[config.mk]
export PLATFORM = sky130hd
export DESIGN_NAME = soft_uart_shift
export DESIGN_NICKNAME = d
export VERILOG_FILES = /design/src/rtl/uart_shift_pkg.sv /design/src/rtl/uart_bit_timer.sv /design/src/rtl/uart_rx_shift.sv /design/src/rtl/uart_tx_shift.sv /design/src/rtl/soft_uart_shift.sv
export SDC_FILE = /design/constraint.sdc
export NUM_CORES = 1
export LEC_CHECK = 0
export CORE_MARGIN = 5
export CORE_UTILIZATION = 32
export DETAILED_ROUTE_END_ITERATION = 16
export SLEW_MARGIN = 20
export SYNTH_ARGS = -nofsm -noshare
export SYNTH_HDL_FRONTEND = slang
export SYNTH_SLANG_ARGS = --single-unit
[constraint.sdc]
create_clock -name clk -period 1.6 [get_ports clk]
set_input_delay 0.48 -clock clk [delete_from_list [all_inputs] [get_ports clk]]
set_output_delay 0.48 -clock clk [all_outputs]
set_load 0.01 [all_outputs]
[src/rtl/uart_shift_pkg.sv]
// Shared constants and FSM state encodings for the shift-register soft UART.
package uart_shift_pkg;
    localparam int DATA_BITS  = 8;
    localparam int FRAME_BITS = 10;

    typedef enum logic [0:0] {
        TX_IDLE  = 1'b0,
        TX_SHIFT = 1'b1
    } tx_state_t;

    typedef enum logic [2:0] {
        RX_IDLE      = 3'd0,
        RX_START     = 3'd1,
        RX_DATA      = 3'd2,
        RX_STOP      = 3'd3,
        RX_WAIT_HIGH = 3'd4
    } rx_state_t;
endpackage

[src/rtl/uart_bit_timer.sv]
// Bit-period counter: ticks once per CLKS_PER_BIT cycles, or once per half period
// when half is set (used to reach the centre of the start bit).
module uart_bit_timer #(
    parameter int CLKS_PER_BIT = 16,
    localparam int CW = $clog2(CLKS_PER_BIT)
) (
    input  logic clk,
    input  logic rst,
    input  logic clr,
    input  logic half,
    output logic tick
);
    localparam logic [CW-1:0] FULL_T = CW'(CLKS_PER_BIT - 1);
    localparam logic [CW-1:0] HALF_T = CW'(CLKS_PER_BIT / 2 - 1);

    logic [CW-1:0] count_reg;

    assign tick = (count_reg == (half ? HALF_T : FULL_T));

    always_ff @(posedge clk) begin
        if (!rst || clr || tick) begin
            count_reg <= '0;
        end else begin
            count_reg <= count_reg + CW'(1);
        end
    end
endmodule

[src/rtl/uart_rx_shift.sv]
// 8N1 receiver: two-flop synchronizer, centre sampling, frame-error detection and
// a break guard that waits for the line to return high before re-arming.
module uart_rx_shift
    import uart_shift_pkg::*;
#(
    parameter int CLKS_PER_BIT = 16
) (
    input  logic                 clk,
    input  logic                 rst,
    input  logic                 line,
    output logic [DATA_BITS-1:0] data,
    output logic                 done,
    output logic                 frame_err
);
    logic                 sync_reg [2];
    logic                 rx_s;
    rx_state_t            state_reg;
    logic [DATA_BITS-1:0] sr_reg;
    logic [2:0]           bit_cnt_reg;
    logic                 tick;

    genvar gi;
    generate
        for (gi = 0; gi < 2; gi++) begin : g_sync
            if (gi == 0) begin : g_first
                always_ff @(posedge clk) begin
                    if (!rst) sync_reg[gi] <= 1'b1;
                    else      sync_reg[gi] <= line;
                end
            end else begin : g_next
                always_ff @(posedge clk) begin
                    if (!rst) sync_reg[gi] <= 1'b1;
                    else      sync_reg[gi] <= sync_reg[gi-1];
                end
            end
        end
    endgenerate

    assign rx_s = sync_reg[1];

    uart_bit_timer #(.CLKS_PER_BIT(CLKS_PER_BIT)) u_timer (
        .clk  (clk),
        .rst  (rst),
        .clr  ((state_reg == RX_IDLE) || (state_reg == RX_WAIT_HIGH)),
        .half (state_reg == RX_START),
        .tick (tick)
    );

    always_ff @(posedge clk) begin
        if (!rst) begin
            state_reg   <= RX_IDLE;
            sr_reg      <= '0;
            bit_cnt_reg <= '0;
            data        <= '0;
            done        <= 1'b0;
            frame_err   <= 1'b0;
        end else begin
            done      <= 1'b0;
            frame_err <= 1'b0;
            case (state_reg)
                RX_IDLE: begin
                    if (!rx_s) state_reg <= RX_START;
                end
                RX_START: begin
                    // A line that is high again at mid start bit was only a glitch.
                    if (tick) begin
                        if (!rx_s) begin
                            bit_cnt_reg <= '0;
                            state_reg   <= RX_DATA;
                        end else begin
                            state_reg <= RX_IDLE;
                        end
                    end
                end
                RX_DATA: begin
                    if (tick) begin
                        sr_reg      <= {rx_s, sr_reg[DATA_BITS-1:1]};
                        bit_cnt_reg <= bit_cnt_reg + 3'd1;
                        if (bit_cnt_reg == 3'd7) state_reg <= RX_STOP;
                    end
                end
                RX_STOP: begin
                    if (tick) begin
                        if (rx_s) begin
                            data      <= sr_reg;
                            done      <= 1'b1;
                            state_reg <= RX_IDLE;
                        end else begin
                            frame_err <= 1'b1;
                            state_reg <= RX_WAIT_HIGH;
                        end
                    end
                end
                RX_WAIT_HIGH: begin
                    if (rx_s) state_reg <= RX_IDLE;
                end
                default: state_reg <= RX_IDLE;
            endcase
        end
    end
endmodule

[src/rtl/uart_tx_shift.sv]
// 8N1 transmitter: loads {stop, data, start} into a 10-bit register and shifts it out LSB first.
module uart_tx_shift
    import uart_shift_pkg::*;
#(
    parameter int CLKS_PER_BIT = 16
) (
    input  logic                 clk,
    input  logic                 rst,
    input  logic                 start,
    input  logic [DATA_BITS-1:0] data,
    output logic                 line,
    output logic                 busy
);
    tx_state_t             state_reg;
    logic [FRAME_BITS-1:0] sr_reg;
    logic [3:0]            bit_cnt_reg;
    logic                  tick;

    uart_bit_timer #(.CLKS_PER_BIT(CLKS_PER_BIT)) u_timer (
        .clk  (clk),
        .rst  (rst),
        .clr  (state_reg == TX_IDLE),
        .half (1'b0),
        .tick (tick)
    );

    assign busy = (state_reg == TX_SHIFT);
    assign line = (state_reg == TX_SHIFT) ? sr_reg[0] : 1'b1;

    always_ff @(posedge clk) begin
        if (!rst) begin
            state_reg   <= TX_IDLE;
            sr_reg      <= '0;
            bit_cnt_reg <= '0;
        end else begin
            case (state_reg)
                TX_IDLE: begin
                    if (start) begin
                        sr_reg      <= {1'b1, data, 1'b0};
                        bit_cnt_reg <= '0;
                        state_reg   <= TX_SHIFT;
                    end
                end
                TX_SHIFT: begin
                    if (tick) begin
                        // The tenth period is the stop bit; leave without shifting.
                        if (bit_cnt_reg == 4'(FRAME_BITS - 1)) begin
                            state_reg <= TX_IDLE;
                        end else begin
                            sr_reg      <= {1'b1, sr_reg[FRAME_BITS-1:1]};
                            bit_cnt_reg <= bit_cnt_reg + 4'd1;
                        end
                    end
                end
                default: state_reg <= TX_IDLE;
            endcase
        end
    end
endmodule

[src/rtl/soft_uart_shift.sv]
// Soft UART wrapper: independent 8N1 transmitter and receiver sharing one clock.
module soft_uart_shift
    import uart_shift_pkg::*;
#(
    parameter int CLKS_PER_BIT = 16
) (
    input  logic                 clk,
    input  logic                 rst,
    input  logic                 tx_start,
    input  logic [DATA_BITS-1:0] tx_data,
    output logic                 tx_line,
    output logic                 tx_busy,
    input  logic                 rx_line,
    output logic [DATA_BITS-1:0] rx_data,
    output logic                 rx_done,
    output logic                 rx_frame_err
);
    uart_tx_shift #(.CLKS_PER_BIT(CLKS_PER_BIT)) u_tx (
        .clk   (clk),
        .rst   (rst),
        .start (tx_start),
        .data  (tx_data),
        .line  (tx_line),
        .busy  (tx_busy)
    );

    uart_rx_shift #(.CLKS_PER_BIT(CLKS_PER_BIT)) u_rx (
        .clk       (clk),
        .rst       (rst),
        .line      (rx_line),
        .data      (rx_data),
        .done      (rx_done),
        .frame_err (rx_frame_err)
    );
endmodule

# Word level (Yosys, flattened, before mapping)
# Memory sizes are Yosys's and may differ from the RTL's.
# Index checks and enable logic that the tools add are counted.
[word_totals]
register_bits = 47
ram_bits = 2
in_bits = 12
out_inout_bits = 12
wordCells = 84
memories = 1
[op_classes]
add_sub_neg = 4
n_eq_ne = 18
n_mux = 33
bitwise_logic = 3
n_reduce_logical = 14
[memory_table]
columns = ["name", "words", "word_bits", "read_ports", "rd_clocked_by_memory_dff", "wr", "line_no", "source"]
rows = [
  ["u_rx.sync_reg", 2, 1, 2, 0, 2, "uart_rx_shift.sv:15", "logic sync_reg [2];"],
]
[ops]
columns = ["op", "count"]
rows = [
  ["10-bit two-way mux", 3],
  ["3-bit two-way mux", 10],
  ["10-bit one-hot mux with 2 select lines", 1],
  ["4-bit two-way mux", 4],
  ["3-bit one-hot mux with 5 select lines", 1],
  ["2-bit inequality test, second input constant", 7],
  ["4-bit by 1-bit adder with 4-bit output, second input constant", 3],
  ["1-bit two-way mux", 10],
  ["3-bit AND reduction", 3],
  ["4-bit equality test, second input constant", 2],
  ["4-bit one-hot mux with 2 select lines", 1],
  ["3-bit by 2-bit equality test with 1-bit output, second input constant", 2],
  ["3-bit equality test, second input constant", 2],
  ["2-bit by 1-bit inequality test with 1-bit output, second input constant", 3],
  ["3-bit one-hot mux with 2 select lines", 1],
  ["6-bit AND reduction", 1],
  ["1-bit logical OR", 5],
  ["4-bit equality test", 1],
  ["4-bit AND reduction", 1],
  ["3-bit by 1-bit adder with 3-bit output, second input constant", 1],
  ["3-bit by 1-bit equality test with 1-bit output, second input constant", 1],
  ["3-bit logical NOT", 1],
  ["2-bit two-way mux", 1],
  ["1-bit bitwise OR", 2],
  ["other kinds (5)", 5],
]

# Depth between registers and ports, before layout
# Gate-level depths: netlist of run 1.
[logic_depth]
word_depth = 5
ltp_mapped = 7
ltp_nobuf = 6

# Modules after synthesis
# From an unflattened synthesis of run 1, not the netlist that was laid out.
[hier_totals]
hier_cells = 220
hier_area_um2 = 2154.6
[by_module_without_submodules]
columns = ["mod", "n_inst", "cells_per_inst", "area_per_inst_um2", "seq_area_each_um2"]
rows = [
  ["uart_rx_shift", 1, 107, 1059.8, 520.5],
  ["uart_tx_shift", 1, 79, 759.5, 300.3],
  ["uart_bit_timer", 2, 17, 167.7, 80.1],
]

# Least setup slack after synthesis of run 1
# Ideal clock, no wire load.
[synth_timing]
path_type = "register to register"
startpoint = "reg u_tx.bit_cnt_reg[1]"
endpoint = "reg u_tx.bit_cnt_reg[3]"
setup_ns = 0.124
t_arrival_ns = 1.419
required_time_ns = 1.476
setup_slack_ns = 0.057
stages_incl_launch_ff = 8
path_buffers = 1
synth_period_minus_slack_ns = 1.543
cell_sequence = "dfxtp_1 -> inv_1 -> ha_1 -> and4b_1 -> a211oi_2 -> buf_4 -> nand4_1 -> mux2i_1"
[synth_between]
elab_chain_cells = 4
elab_cells_between_ends = 7
classes_between = "add/sub: 1; eq/ne: 2; mux: 3; reduce/logical: 1"
[synth_lines]
columns = ["element", "line_no", "source"]
rows = [
  ["start, declared", "uart_tx_shift.sv:16", "logic [3:0] bit_cnt_reg;"],
  ["start signal, assigned", "uart_tx_shift.sv:51", "bit_cnt_reg <= bit_cnt_reg + 4'd1;"],
  ["4-bit by 1-bit adder with 4-bit output", "uart_tx_shift.sv:51", ""],
  ["4-bit two-way mux", "uart_tx_shift.sv:47", "if (bit_cnt_reg == 4'(FRAME_BITS - 1)) begin"],
  ["4-bit two-way mux", "uart_tx_shift.sv:45", "if (tick) begin"],
  ["4-bit one-hot mux with 2 select lines", "uart_tx_shift.sv:36", "case (state_reg)"],
]
# Several ways; a longest one is shown, not always the timed one. The select of a mux whose other input is x is not followed.
# A chain may end at the register's enable or synchronous reset.

# Final worst setup path of run 1
[layout_timing]
startpoint = "reg u_tx.bit_cnt_reg[1]"
endpoint = "reg u_tx.sr_reg[5]"
[layout_between]
elab_chain_cells = 3
[layout_lines]
columns = ["element", "line_no", "source"]
rows = [
  ["4-bit equality test", "uart_tx_shift.sv:47", ""],
  ["2-bit inequality test (no line)", "n/a", ""],
  ["3-bit AND reduction (no line)", "n/a", ""],
  ["end signal, assigned", "uart_tx_shift.sv:39", "sr_reg <= {1'b1, data, 1'b0};"],
  ["end signal, assigned", "uart_tx_shift.sv:50", "sr_reg <= {1'b1, sr_reg[FRAME_BITS-1:1]};"],
  ["end, declared", "uart_tx_shift.sv:15", "logic [FRAME_BITS-1:0] sr_reg;"],
]
# No other way between the ends.

==> impl_metrics.prom, run 1 <==
# TYPE chip_impl_metric gauge
chip_impl_info{name="result_of_the_run",value="completed"} 1
chip_impl_metric{name="post_synth_net_total",unit=""} 236
chip_impl_metric{name="drt-vias-per-instance",unit=""} 4.734
chip_impl_info{name="path_cells",value="inv_2, ha_4, and4b_2, a211oi_4, buf_4, buf_4, a211oi_1"} 1
chip_impl_metric{name="grt.total_usage",unit="%"} 10.05
chip_impl_info{name="critical_path_endpoint_category",value="flip-flop"} 1
chip_impl_metric{name="worst_slew_pin_slew",unit="ns"} 0.3088
chip_impl_metric{name="multi_input_comb_area",unit="mm^2"} 0.001031
chip_impl_info{name="yosys_most_used_dff",value="dfxtp_1"} 1
chip_impl_info{name="crit_path_start_kind",value="flip-flop"} 1
chip_impl_metric{name="timing.max_cap.violations",unit=""} 0
chip_impl_metric{name="syn-cell-area",unit="mm^2"} 0.002031
chip_impl_info{name="min-delay-path-class",value="flip-flop to flip-flop"} 1
chip_impl_metric{name="drive_gt1_share",unit="%"} 22.64
chip_impl_metric{name="synth_warnings",unit=""} 0
chip_impl_metric{name="synth.yosys.seq_area_share",unit="%"} 48.31
chip_impl_info{name="post_synth_main_area_contributors",value="dfxtp_1 (48%), mux2i_1 (9.4%), nor2_1 (7.0%)"} 1
chip_impl_metric{name="largest_register_ffs",unit=""} 10
chip_impl_metric{name="initial_core_util",unit="%"} 32.35
chip_impl_metric{name="clk_pin_slew",unit="ns"} 0.10
chip_impl_info{name="classification_of_the_worst_setup_path",value="flip-flop to flip-flop"} 1
chip_impl_metric{name="setup-violations-final",unit=""} 0
chip_impl_metric{name="syn_inst",unit=""} 218
chip_impl_metric{name="yosysTopAreaCellShare",unit="%"} 48.31
chip_impl_info{name="crit_path_frequent_cell",value="buf_4"} 1
chip_impl_info{name="synth.top_cells.by_count",value="dfxtp_1 (49), nor2_1 (38), mux2i_1 (19), nand3_1 (15), nand2_1 (13)"} 1
chip_impl_metric{name="finalWeightedCongestion",unit=""} 0.7648
chip_impl_metric{name="power.ir.vdd_worst",unit="V"} 0.0006400
chip_impl_metric{name="worst-path-max-fanout",unit=""} 7
chip_impl_metric{name="fin_crit_sh",unit="%"} 97.77
chip_impl_metric{name="port_buffers",unit=""} 23
chip_impl_metric{name="area_delta_synth_final",unit="%"} 33.89
chip_impl_metric{name="antenna_left",unit=""} 0
chip_impl_metric{name="critical-path-max-stage-delay",unit="ns"} 0.34
chip_impl_metric{name="clock_skew",unit="ns"} 0.006517
chip_impl_metric{name="cts.sinks",unit=""} 49
chip_impl_metric{name="floorplan.die.height",unit="um"} 89.66
chip_impl_metric{name="wl_per_cell",unit="um"} 11.51
chip_impl_metric{name="pwr_density_cell",unit="mW/mm^2"} 935.0
chip_impl_metric{name="std_cell_rows",unit=""} 29
chip_impl_metric{name="synth.avg_cell_area",unit="um^2"} 9.315
chip_impl_metric{name="synth-seq-cells",unit=""} 49
chip_impl_metric{name="grt_pass1_vias",unit=""} 1484
chip_impl_metric{name="grt.overflow.total",unit=""} 0
chip_impl_metric{name="detailedPlacementHpwl",unit="um"} 2612
chip_impl_metric{name="finalNetCount",unit=""} 282
chip_impl_metric{name="timing_max_transition_violations_final",unit=""} 0
chip_impl_info{name="cts_tree",value="done"} 1
chip_impl_metric{name="post_synth_edffs",unit=""} 0
chip_impl_metric{name="detailed_place.area",unit="mm^2"} 0.002460
chip_impl_metric{name="maximum_number_of_pins_on_one_net_before_global_route_repair",unit=""} 20
chip_impl_metric{name="critical_path_required",unit="ns"} 1.79
chip_impl_metric{name="dr.pass1.iters",unit=""} 4
chip_impl_metric{name="cp.arrival",unit="ns"} 1.75
chip_impl_metric{name="io_pins",unit=""} 24
chip_impl_info{name="cts_root_buf",value="clkbuf_8"} 1
chip_impl_metric{name="design.die.area",unit="mm^2"} 0.008039
chip_impl_info{name="rsz0062_at_grt",value="yes"} 1
chip_impl_metric{name="global_route_wire_length_before_repair",unit="um"} 6472
chip_impl_metric{name="detailroute.via_count",unit=""} 1619
chip_impl_metric{name="core",unit="mm^2"} 0.006277
chip_impl_metric{name="drt_first_iter_violations",unit=""} 47
chip_impl_metric{name="cts_hold_repair.buffers",unit=""} 0
chip_impl_info{name="synth.most_common_cell",value="dfxtp_1"} 1
chip_impl_metric{name="synthDistinctLibCells",unit=""} 39
chip_impl_metric{name="hold_viol_final",unit=""} 0
chip_impl_info{name="cp_slowest_cell",value="dfxtp_2"} 1
chip_impl_info{name="synth_area_leader_cell",value="dfxtp_1"} 1
chip_impl_metric{name="antenna_found_initial",unit=""} 0
chip_impl_metric{name="cts_buffers",unit=""} 5
chip_impl_metric{name="htree_levels",unit=""} 2
chip_impl_metric{name="total_leakage_power",unit="nW"} 1.075
chip_impl_metric{name="post-route-min-period",unit="ns"} 1.564
chip_impl_metric{name="worst_slew_margin_rel",unit="%"} 79.36
chip_impl_metric{name="n_fill_cell",unit=""} 637
chip_impl_metric{name="finalSetupTns",unit="ns"} 0
chip_impl_metric{name="async_flop_share",unit="%"} 0
chip_impl_metric{name="drcViolationCount",unit=""} 0
chip_impl_metric{name="diode_count",unit=""} 0
chip_impl_metric{name="design_area_final",unit="mm^2"} 0.002719
chip_impl_metric{name="die_w",unit="um"} 89.66
chip_impl_metric{name="totalWireLength",unit="um"} 3935
chip_impl_metric{name="design_power_total",unit="mW"} 2.542
chip_impl_metric{name="max_freq",unit="MHz"} 639.3
chip_impl_metric{name="clock_tree.buffer_depth",unit=""} 2
chip_impl_metric{name="ff_latch_area",unit="um^2"} 988.4
chip_impl_metric{name="clkLatencyLatePin",unit="ns"} 0.30
report_power, final:
group          leakage, nW  internal (mW)  switching (mW)
logic                0.606          0.113           0.100
clock network       0.0687          0.629           0.430
registers            0.400           1.25          0.0199
total                 1.07           1.99           0.550
metal layers:
metal | vias to the layer above | GRT usage [%] | wire [um]
met3 | 4 | 2.920 | 175
met5 | - | 0 | 0
met1 | 741 | 12.96 | 1919
li1 | 848 | - | -
met2 | 26 | 16.36 | 1814
met4 | 0 | 2.842 | 25
what timing repair did:
| item | in CTS | in global routing |
|---|---|---|
| cloned | 0 | 2 |
| buffers inserted | 3 | 1 |
| pin swaps | 0 | 12 |
| setup endpoints to repair | 19 | 27 |
| gates resized for setup | 14 | 26 |
area by class of cell:
type                    count  area share (%)
clock inverters             3           2.531
inverters                   7          0.9664
well taps                  77           3.543
clock buffers               5           2.531
flip-flops and latches     49           36.36
multi-input cells         150           37.92
repair buffers             51           16.15
critical path: cells and delay by family, from the launching register on:
kind | cells | cell delay, ns
AOI/OAI and AO/OA | 2 | 0.34
adders and majority gates | 1 | 0.15
buffers and inverters | 3 | 0.38
DFF | 1 | 0.34
and+or+nand+nor | 1 | 0.24
cells by family after synthesis:
kind of cell	count (synthesis)	share of synthesized area, %
AND/OR/NAND/NOR	88	20.83
buffers and inverters	19	4.990
XOR/XNOR	4	1.726
multiplexers	20	9.920
flip-flops	49	48.31
adder cells (fa/ha/maj)	6	3.697
AO/OA/AOI/OAI	32	10.54
through the flow:
step                      std cells  hold slack (ns)  worst slack [ns]  utilization [%]
after floorplan                 218           0.3863           0.05735                -
after global placement          328           0.3945           -0.1561            39.19
after detailed placement        328           0.3956           -0.2019            39.19
after CTS                       339           0.4200           0.01358            41.58
after global routing            342           0.4365          -0.04992            43.31
final                           342           0.4159           0.03570            43.31
worst paths after layout:
path | cells past startpoint | slack [ns] | end | startpoint
max | 7 | 0.04 | u_tx.sr_reg[5]$_SDFFE_PN0P_ | u_tx.bit_cnt_reg[1]$_SDFFE_PN0P_
max reg2reg | 7 | 0.04 | u_tx.sr_reg[5]$_SDFFE_PN0P_ | u_tx.bit_cnt_reg[1]$_SDFFE_PN0P_
min reg2reg | 1 | 0.42 | u_rx.sync_reg[1]$_SDFF_PN1_ | u_rx.sync_reg[0]$_SDFF_PN1_
min | 1 | 0.42 | u_rx.sync_reg[1]$_SDFF_PN1_ | u_rx.sync_reg[0]$_SDFF_PN1_
layout by cell type, fill, tap and decap left out, types with 3 or more instances in the layout:
cell type	n
a211oi_2	4
a21oi_1	4
buf_4	25
nand3_1	14
dlygate4sd2_1	12
nand3b_1	3
nor2_1	36
nand2_1	13
dfxtp_2	3
inv_1	5
nand2b_1	5
o21ai_0	10
clkbuf_8	5
clkdlybuf4s50_1	11
ha_1	3
mux2i_1	19
a211oi_1	4
dfxtp_1	45
Note: power is estimated with default switching activity, not from simulation.
==> run 2, diff against run 1 <==
Settings changed: CELL_PAD_IN_SITES_DETAIL_PLACEMENT set to 0, CELL_PAD_IN_SITES_GLOBAL_PLACEMENT set to 2, CORE_UTILIZATION 32 to 31, PLACE_DENSITY_LB_ADDON set to 0.1.
==> run 2 against run 1 <==
Sequential power barely moved. Die area up 2.9%. Power is 6.5% lower. Register-to-register slack about the same. Fmax up 0.93%. First-iteration DRC count is 23% higher. Largest cell class unchanged.
==> impl_metrics.prom, run 2 (synthesis gave the netlist of run 1 again) <==
# TYPE chip_impl_metric gauge
chip_impl_info{name="result_of_the_run",value="completed"} 1
chip_impl_info{name="path_cells",value="inv_2, ha_4, and4b_2, a211oi_4, buf_6, nand4_1, mux2i_1"} 1
chip_impl_metric{name="switching_power_total",unit="uW"} 513.9
chip_impl_metric{name="critical_path_required",unit="ns"} 1.77
chip_impl_metric{name="htree_levels",unit=""} 2
chip_impl_metric{name="maximum_number_of_pins_on_one_net_before_global_route_repair",unit=""} 27
chip_impl_metric{name="hold_viol_final",unit=""} 0
chip_impl_metric{name="timing.max_cap.violations",unit=""} 0
chip_impl_metric{name="cts_buffers",unit=""} 5
chip_impl_info{name="reg2reg_to",value="u_tx.bit_cnt_reg[3]$_SDFFE_PN0P_"} 1
chip_impl_info{name="most_frequent_cells_in_the_layout",value="dfxtp_1 (44), nor2_1 (37), mux2i_1 (19), buf_4 (18), nand3_1 (14)"} 1
chip_impl_metric{name="die_w",unit="um"} 90.94
chip_impl_metric{name="timing_max_transition_violations_final",unit=""} 0
chip_impl_info{name="min-delay-path-class",value="flip-flop to flip-flop"} 1
chip_impl_metric{name="drive_gt1_share",unit="%"} 19.69
chip_impl_metric{name="grt_pass1_vias",unit=""} 1539
chip_impl_metric{name="detailroute.via_count",unit=""} 1610
chip_impl_info{name="min_from",value="u_tx.u_timer.count_reg[0]$_SDFF_PP0_"} 1
chip_impl_metric{name="fin_crit_sh",unit="%"} 96.86
chip_impl_metric{name="diode_count",unit=""} 0
chip_impl_metric{name="dr.pass1.iters",unit=""} 7
chip_impl_metric{name="power.share.sequential",unit="%"} 53.3
chip_impl_metric{name="drcViolationCount",unit=""} 0
chip_impl_metric{name="clock_tree.buffer_depth",unit=""} 2
chip_impl_metric{name="comb_power_share",unit="%"} 8.6
chip_impl_metric{name="largest_register_ffs",unit=""} 10
chip_impl_metric{name="cp.buffers_inverters",unit=""} 2
chip_impl_info{name="classification_of_the_worst_setup_path",value="flip-flop to flip-flop"} 1
chip_impl_metric{name="worst-path-max-fanout",unit=""} 6
chip_impl_metric{name="design.die.area",unit="mm^2"} 0.008269
chip_impl_metric{name="core",unit="mm^2"} 0.006350
chip_impl_metric{name="wl_per_cell",unit="um"} 12.43
chip_impl_info{name="cts_tree",value="done"} 1
chip_impl_info{name="min_to",value="u_tx.u_timer.count_reg[0]$_SDFF_PP0_"} 1
chip_impl_metric{name="critical-path-max-stage-delay",unit="ns"} 0.34
chip_impl_metric{name="finalWeightedCongestion",unit=""} 0.7664
chip_impl_metric{name="p_sw_share",unit="%"} 21.61
chip_impl_metric{name="std_cell_rows",unit=""} 29
chip_impl_metric{name="worst_slew_margin_rel",unit="%"} 77.68
chip_impl_metric{name="cts.sinks",unit=""} 49
chip_impl_info{name="cts_root_buf",value="clkbuf_8"} 1
chip_impl_metric{name="worst_r2r_path_depth",unit=""} 7
chip_impl_metric{name="clkLatencyLatePin",unit="ns"} 0.30
chip_impl_metric{name="global_route_wire_length_before_repair",unit="um"} 7107
chip_impl_info{name="final_common_cell",value="dfxtp_1"} 1
chip_impl_metric{name="floorplan.die.height",unit="um"} 90.94
chip_impl_info{name="critical_path_endpoint_category",value="flip-flop"} 1
chip_impl_metric{name="utilization",unit="%"} 41.73
chip_impl_metric{name="antenna_left",unit=""} 0
chip_impl_metric{name="drt-vias-per-instance",unit=""} 4.792
chip_impl_metric{name="cp.arrival",unit="ns"} 1.72
chip_impl_metric{name="power.ir.vdd_worst",unit="V"} 0.0005139
chip_impl_metric{name="clock_skew",unit="ns"} 0.01360
chip_impl_metric{name="hold_slack",unit="ns"} 0.4239
chip_impl_metric{name="setup-violations-final",unit=""} 0
chip_impl_metric{name="design_power_total",unit="mW"} 2.378
chip_impl_info{name="cp_slowest_cell",value="dfxtp_2"} 1
chip_impl_metric{name="drt_first_iter_violations",unit=""} 58
chip_impl_metric{name="hold-path-cell-count",unit=""} 1
chip_impl_metric{name="port_buffers",unit=""} 23
chip_impl_metric{name="power.clock.fraction",unit="%"} 38.1
chip_impl_metric{name="totalWireLength",unit="um"} 4175
chip_impl_metric{name="grt.overflow.total",unit=""} 0
chip_impl_metric{name="max_freq",unit="MHz"} 645.2
chip_impl_metric{name="io_pins",unit=""} 24
chip_impl_info{name="worst_path_dominant_cell_family",value="flip-flops"} 1
chip_impl_metric{name="clk_pin_slew",unit="ns"} 0.08
chip_impl_metric{name="post-route-min-period",unit="ns"} 1.550
chip_impl_metric{name="pwr_density_cell",unit="mW/mm^2"} 897.3
chip_impl_metric{name="worst_slew_pin_slew",unit="ns"} 0.3339
chip_impl_info{name="crit_path_start_kind",value="flip-flop"} 1
chip_impl_metric{name="reg2reg_setup_slack",unit="ns"} 0.05
chip_impl_metric{name="finalNetCount",unit=""} 276
chip_impl_metric{name="detailedPlacementHpwl",unit="um"} 2868
chip_impl_metric{name="antenna_found_initial",unit=""} 0
chip_impl_metric{name="internal-power",unit="mW"} 1.864
chip_impl_metric{name="initial_core_util",unit="%"} 31.98
chip_impl_metric{name="area_delta_synth_final",unit="%"} 30.50
chip_impl_info{name="timing.critical_path.from",value="u_tx.bit_cnt_reg[1]$_SDFFE_PN0P_"} 1
chip_impl_info{name="startpoint_of_the_lowest_slack_register_to_register_path",value="u_tx.bit_cnt_reg[1]$_SDFFE_PN0P_"} 1
chip_impl_metric{name="grt.total_usage",unit="%"} 10.17
chip_impl_metric{name="total_leakage_power",unit="nW"} 1.046
-- run 2: worst max-delay path by stage --
stage / to / slack (ns) / cells after the start
after floorplan: u_tx.bit_cnt_reg[3]$_SDFFE_PN0P_ / 0.06 / 7
after global placement: u_tx.bit_cnt_reg[3]$_SDFFE_PN0P_ / -0.19 / 6
final: u_tx.bit_cnt_reg[3]$_SDFFE_PN0P_ / 0.05 / 7
after CTS: u_tx.sr_reg[1]$_SDFFE_PN0P_ / -0.02 / 7
after detailed placement: u_tx.bit_cnt_reg[3]$_SDFFE_PN0P_ / -0.25 / 6
after global routing: u_tx.sr_reg[8]$_SDFFE_PN0P_ / -0.02 / 7
-- run 2: through the flow --
step | TNS, ns | setup WS, ns | instance area (um^2) | std cells
after global placement | -1.965 | -0.1898 | 2422 | 323
after detailed placement | -2.981 | -0.2454 | 2422 | 323
after global routing | -0.03394 | -0.01842 | 2650 | 336
final | 0 | 0.05019 | 2650 | 336
after floorplan | 0 | 0.05735 | 2031 | 218
after CTS | -0.07088 | -0.01737 | 2549 | 333
-- run 2: timing repair --
action                     in CTS  in global routing
resized for setup              18                 24
setup buffers                   0                  2
hold buffers                    0                  0
cloned                          2                  1
setup endpoints to repair      19                 25
pin swaps                       1                  4
-- run 2: layer usage --
layer  vias to the layer above  GRT usage (%)  share of wire (%)
li1                        836              -                  -
met1                       740          13.40                 48
met2                        30          16.11                 47
met3                         4          2.810                3.6
met4                         0          3.301                1.0
met5                         -              0                  0
-- run 2: layout make-up --
| class | instances | area, um^2 |
|---|---|---|
| repair buffers | 45 | 400.4 |
| clock inverters | 1 | 30.03 |
| flip-flops and latches | 49 | 992.2 |
| clock buffers | 7 | 86.33 |
| fillers | 618 | 3700 |
| well taps | 77 | 96.34 |
| multi-input cells | 150 | 1018 |
| inverters | 7 | 26.28 |
-- run 2: power by group through the flow --
stage / clock network [mW] / logic, mW / registers (mW)
after floorplan: 0 / 0.113 / 1.29
after global placement: 0 / 0.175 / 1.30
after detailed placement: 0 / 0.181 / 1.30
after CTS: 0.940 / 0.190 / 1.27
after global routing: 1.00 / 0.226 / 1.27
final: 0.906 / 0.204 / 1.27
